**config.mk**
```make
export PLATFORM = sky130hd
export DESIGN_NAME = store_buffer
export DESIGN_NICKNAME = d
export VERILOG_FILES = /design/src/rtl/store_buffer.sv
export SDC_FILE = /design/constraint.sdc
export NUM_CORES = 1
export LEC_CHECK = 0
export BUFFER_PORTS_ARGS = -buffer_cell sky130_fd_sc_hd__clkbuf_2
export CAP_MARGIN = 5
export CORE_AREA = 5 5 205 207
export CTS_CLUSTER_DIAMETER = 120
export DETAILED_ROUTE_END_ITERATION = 10
export DIE_AREA = 0 0 210 212
export HOLD_SLACK_MARGIN = 0.05
export PLACE_DENSITY = 0.67
export RECOVER_POWER = 25
export SLEW_MARGIN = 0
export SYNTH_ARGS = -nofsm -noshare
export SYNTH_HDL_FRONTEND = slang
export SYNTH_SLANG_ARGS = --single-unit
export TNS_END_PERCENT = 10
```
**constraint.sdc**
```tcl
create_clock -name clk -period 5.6 [get_ports clk]
set_input_delay 0.56 -clock clk [delete_from_list [all_inputs] [get_ports clk]]
set_output_delay 0.56 -clock clk [all_outputs]
set_load 0.02 [all_outputs]
```
**src/rtl/store_buffer.sv**
```systemverilog
// rtl/store_buffer.sv - in-order posted-write buffer between the core data port and data memory
// Accepts stores into a circular FIFO, drains them in order and forwards pending data to loads.
module store_buffer #(
  parameter int DEPTH = 4
) (
  input  logic                       clk,
  input  logic                       reset,
  input  logic                       MemWrite,
  input  logic [31:0]                DataAdr,
  input  logic [31:0]                WriteData,
  input  logic [3:0]                 WriteMask,
  output logic                       StoreStall,
  input  logic [31:0]                LdAdr,
  output logic                       FwdHit,
  output logic                       FwdPartial,
  output logic [31:0]                FwdData,
  output logic                       mem_valid,
  input  logic                       mem_ready,
  output logic [31:0]                mem_addr,
  output logic [31:0]                mem_wdata,
  output logic [3:0]                 mem_be,
  output logic                       empty,
  output logic [$clog2(DEPTH):0]     count
);

  localparam int PTR_W = $clog2(DEPTH);
  localparam int CNT_W = PTR_W + 1;

  logic [31:0]      addr_q [DEPTH];
  logic [31:0]      addr_d [DEPTH];
  logic [31:0]      data_q [DEPTH];
  logic [31:0]      data_d [DEPTH];
  logic [3:0]       mask_q [DEPTH];
  logic [3:0]       mask_d [DEPTH];
  logic [DEPTH-1:0] valid_q, valid_d;
  logic [PTR_W-1:0] head_q, head_d;
  logic [PTR_W-1:0] tail_q, tail_d;
  logic [CNT_W-1:0] count_q, count_d;

  logic             push, pop;
  logic             fwd_found;
  logic [PTR_W-1:0] fwd_idx;
  logic [PTR_W-1:0] scan_idx;
  logic             unused_ld;

  assign StoreStall = (count_q == CNT_W'(DEPTH));
  assign empty      = (count_q == '0);
  assign count      = count_q;
  assign mem_valid  = !empty;
  assign mem_addr   = addr_q[head_q];
  assign mem_wdata  = data_q[head_q];
  assign mem_be     = mask_q[head_q];

  assign push = MemWrite && !StoreStall;
  assign pop  = mem_valid && mem_ready;

  always_comb begin
    for (int i = 0; i < DEPTH; i++) begin
      addr_d[i] = addr_q[i];
      data_d[i] = data_q[i];
      mask_d[i] = mask_q[i];
    end
    valid_d = valid_q;
    head_d  = head_q;
    tail_d  = tail_q;
    count_d = count_q;
    // Push and pop never target the same slot: push needs not-full, pop needs not-empty.
    if (pop) begin
      valid_d[head_q] = 1'b0;
      head_d          = head_q + PTR_W'(1);
    end
    if (push) begin
      addr_d[tail_q]  = DataAdr;
      data_d[tail_q]  = WriteData;
      mask_d[tail_q]  = WriteMask;
      valid_d[tail_q] = 1'b1;
      tail_d          = tail_q + PTR_W'(1);
    end
    case ({push, pop})
      2'b10:   count_d = count_q + CNT_W'(1);
      2'b01:   count_d = count_q - CNT_W'(1);
      default: count_d = count_q;
    endcase
  end

  // Scan oldest to youngest so the last match left standing is the youngest store.
  always_comb begin
    fwd_found = 1'b0;
    fwd_idx   = '0;
    scan_idx  = '0;
    for (int i = 0; i < DEPTH; i++) begin
      scan_idx = head_q + PTR_W'(i);
      if (valid_q[scan_idx] && (addr_q[scan_idx][31:2] == LdAdr[31:2])) begin
        fwd_found = 1'b1;
        fwd_idx   = scan_idx;
      end
    end
  end

  assign FwdHit     = fwd_found && (mask_q[fwd_idx] == 4'hF);
  assign FwdPartial = fwd_found && (mask_q[fwd_idx] != 4'hF);
  assign FwdData    = fwd_found ? data_q[fwd_idx] : 32'h0;
  assign unused_ld  = ^LdAdr[1:0];

  always_ff @(posedge clk or negedge reset) begin
    if (!reset) begin
      for (int i = 0; i < DEPTH; i++) begin
        addr_q[i] <= '0;
        data_q[i] <= '0;
        mask_q[i] <= '0;
      end
      valid_q <= '0;
      head_q  <= '0;
      tail_q  <= '0;
      count_q <= '0;
    end else begin
      for (int i = 0; i < DEPTH; i++) begin
        addr_q[i] <= addr_d[i];
        data_q[i] <= data_d[i];
        mask_q[i] <= mask_d[i];
      end
      valid_q <= valid_d;
      head_q  <= head_d;
      tail_q  <= tail_d;
      count_q <= count_d;
    end
  end

endmodule

```
==> qor.yml <==
status: "finished, violations left"
violations: "max-capacitance violations, max-slew violations"
critPathLaunch: "head_q[1]$_DFFE_PN0P_"
power_mw: 15.62
cts-root-buf: "clkbuf_16"
setup_tns_ns: 0
clockBufferDepth: 3
overflow: 0
cts_sinks: 283
grt_pass1_wl_um: 78360
synth_ff_type: "dfrtp_1"
yosys.area.top_type: "dfrtp_1"
endpoint_kind: "primary output"
postRouteAntennaNets: 0
drc: 0
worstPathRequired_ns: 5.04
r2r_start: "count[0]$_DFFE_PN0P_"
slew_headroom: -1.540
cts_tree: "done"
final-setup-viol-count: 0
slew_violations: 66
cellPowerDensity_mw_per_mm2: 745.0
finalWirelength_um: 51420
clock_skew_ns: 0.02023
die_width_um: 210
synth-seq-cells: 283
layout-drive-gt1-share: 0.4686
coreArea_mm2: 0.04018
worst_slack_ns: 0.1268
r2r_setup_slack_ns: 2.50
gp_congestion: 0.9434
insertion_delay_ns: 0.54
crit_arrival_ns: 4.91
port-buffer-count: 209
yosysSeqAreaShare: 0.3902
via_per_inst: 6.019
dpl.hpwl_um: 35250
endpoint: "FwdData[1]"
power_leakage_nw: 8.718
dpl_worst_slack_ns: 0.4565
grt_setup_unrepaired: "false"
synth_top_area_frac: 0.3902
firstDrtPassIters: 7
grt_max_degree: 149
async_flop_share: 1.000
vias: 12507
fin_crit_ns: 5.473
numCtsBuffers: 35
die-area_mm2: 0.04452
clk_pin_slew_ns: 0.06
grt_pass1_vias: 13011
startpoint_type: "register"
nets: 1634
die_h_um: 212
grtUsageTotal: 0.2268
worst-slew-pin-transition_ns: 3.810
num_rows: 74
ir_drop_uv: 402.2
final_cells: 2078
dpl.cell_count: 2003
synthCells: 1341
hold_viol_final: 0
start_util: 0.4517
h-tree-depth: 2
utilization: 0.5216
period_share: 0.9774
synth_edf_count: 0
yosysWarnings: 0
fmax_mhz: 182.7
area_growth_pct: 15.48
syn_nets: 1455
avgSynthCellArea_um2: 13.54
r2r-end: "addr_q[108]$_DFFE_PN0P_"
antenna_found_initial: 6
maxCapViolCount: 1
crit_type: "register to primary output"
reg2reg_depth: 6
ios: 212
synth_area_mm2: 0.01815
critPathMaxFanout: 24
hold_class: "input port to register"
yosys-top-cells-area: "dfrtp_1 39%, mux2_2 17%, mux4_2 14%"
drt_iter0_drc: 895
netlist-cell-type-count: 74
wire_per_inst_um: 24.74
-- report_power, final --
group | switching, mW | total, mW | internal, mW
combinational | 4.60 | 9.12 | 4.53
sequential | 1.06 | 4.18 | 3.12
clock | 0.886 | 2.32 | 1.43
total | 6.54 | 15.6 | 9.08
-- timing repair --
item	CTS	global route
cloned	1	1
endpoints found under the hold margin	64	0
pin swaps	0	1
setup endpoints to repair	28	33
buffers inserted	3	6
gates resized for setup	4	12
hold buffers	1	0
-- kinds of logic after synthesis --
kind of cell               synth area share
muxes                                0.4168
xor gates and xnor gates            0.05501
DFF                                  0.3902
adders and majority gates          0.007307
and+or+nand+nor                     0.03647
AOI/OAI and AO/OA                   0.04894
buffers and inverters               0.04529
-- final cells by class --
type	instances	area (um2)
Clock buffer	50	1002
Sequential cell	283	7089
Fill cell	3543	19220
Multi-Input combinational cell	931	10360
Clock inverter	10	172.7
Timing Repair Buffer	251	1573
Antenna cell	3	7.507
Tap cell	532	665.6
Inverter	18	88.84
-- synthesized netlist by cell type, types with 7 or more instances --
cell type,instances
mux2i_1,172
buf_12,8
clkbuf_1,26
ha_1,9
mux4_2,110
nand2_1,39
dfrtp_1,283
buf_4,11
nand4_1,20
nor3_1,7
inv_1,16
mux2_2,281
nor4_1,9
xor2_1,29
xnor2_1,85
buf_1,34
buf_2,16
nor2b_1,8
o21ai_0,10
nor2_1,11
o22ai_1,41
-- layout by cell type, fill, tap and decap left out, drive strengths merged, types with 7 or more instances in the layout --
master / n
dfrtp: 283
nand2: 39
mux4: 116
nor4: 9
nor2b: 9
xnor2: 85
buf: 39
mux2i: 173
nand4: 23
clkbuf: 260
xor2: 29
inv: 17
ha: 9
a2111oi: 9
mux2: 283
nor3: 7
o22ai: 42
nor2: 11
o21ai: 11
-- registers in the layout (all words and copies together) (netlist names) --
signal and cells:
addr_q 128, data_q 128, mask_q 16, valid_q 4, count 3, head_q 2, tail_q 2
-- worst min path at each step --
stage,slack (ns),depth (start not counted),endpoint,from
2_1_floorplan,0.26,0,addr_q[0]$_DFFE_PN0P_,reset
3_3_place_gp,0.48,1,addr_q[1]$_DFFE_PN0P_,addr_q[1]$_DFFE_PN0P_
3_5_place_dp,0.49,1,addr_q[33]$_DFFE_PN0P_,addr_q[33]$_DFFE_PN0P_
4_1_cts,0.27,2,data_q[100]$_DFFE_PN0P_,WriteData[4]
5_1_grt,0.29,2,data_q[127]$_DFFE_PN0P_,WriteData[31]
6_report,0.30,2,data_q[115]$_DFFE_PN0P_,WriteData[19]
-- metal layers --
| metal | routed length (um) | share of wire | track usage |
|---|---|---|---|
| met3 | 4683 | 0.091 | 0.07171 |
| met5 | 33 | 0.00064 | 0 |
| met4 | 1968 | 0.038 | 0.08416 |
| met1 | 20430 | 0.40 | 0.2912 |
| met2 | 24300 | 0.47 | 0.3641 |
-- through the flow --
step | instance area (um2) | hold WS (ns)
2_1_floorplan | 18150 | 0.2644
3_3_place_gp | 19560 | 0.4820
3_5_place_dp | 19560 | 0.4936
4_1_cts | 20830 | 0.2677
5_1_grt | 20960 | 0.2903
6_report | 20960 | 0.2956
-- worst max-delay path, cell delays in order (launching register included) --
cell	delay [ns]
dfrtp_4	0.49
inv_1	0.11
ha_4	0.43
buf_12	0.25
mux4_2	0.54
xnor2_1	0.27
nand4_1	0.14
nor4_2	0.50
and4bb_2	0.32
a41oi_2	0.05
o221ai_4	0.27
buf_12	0.22
buf_4	0.25
mux2i_1	0.22
o22ai_1	0.12
clkbuf_2	0.17
(Power assumes the default switching activity.)
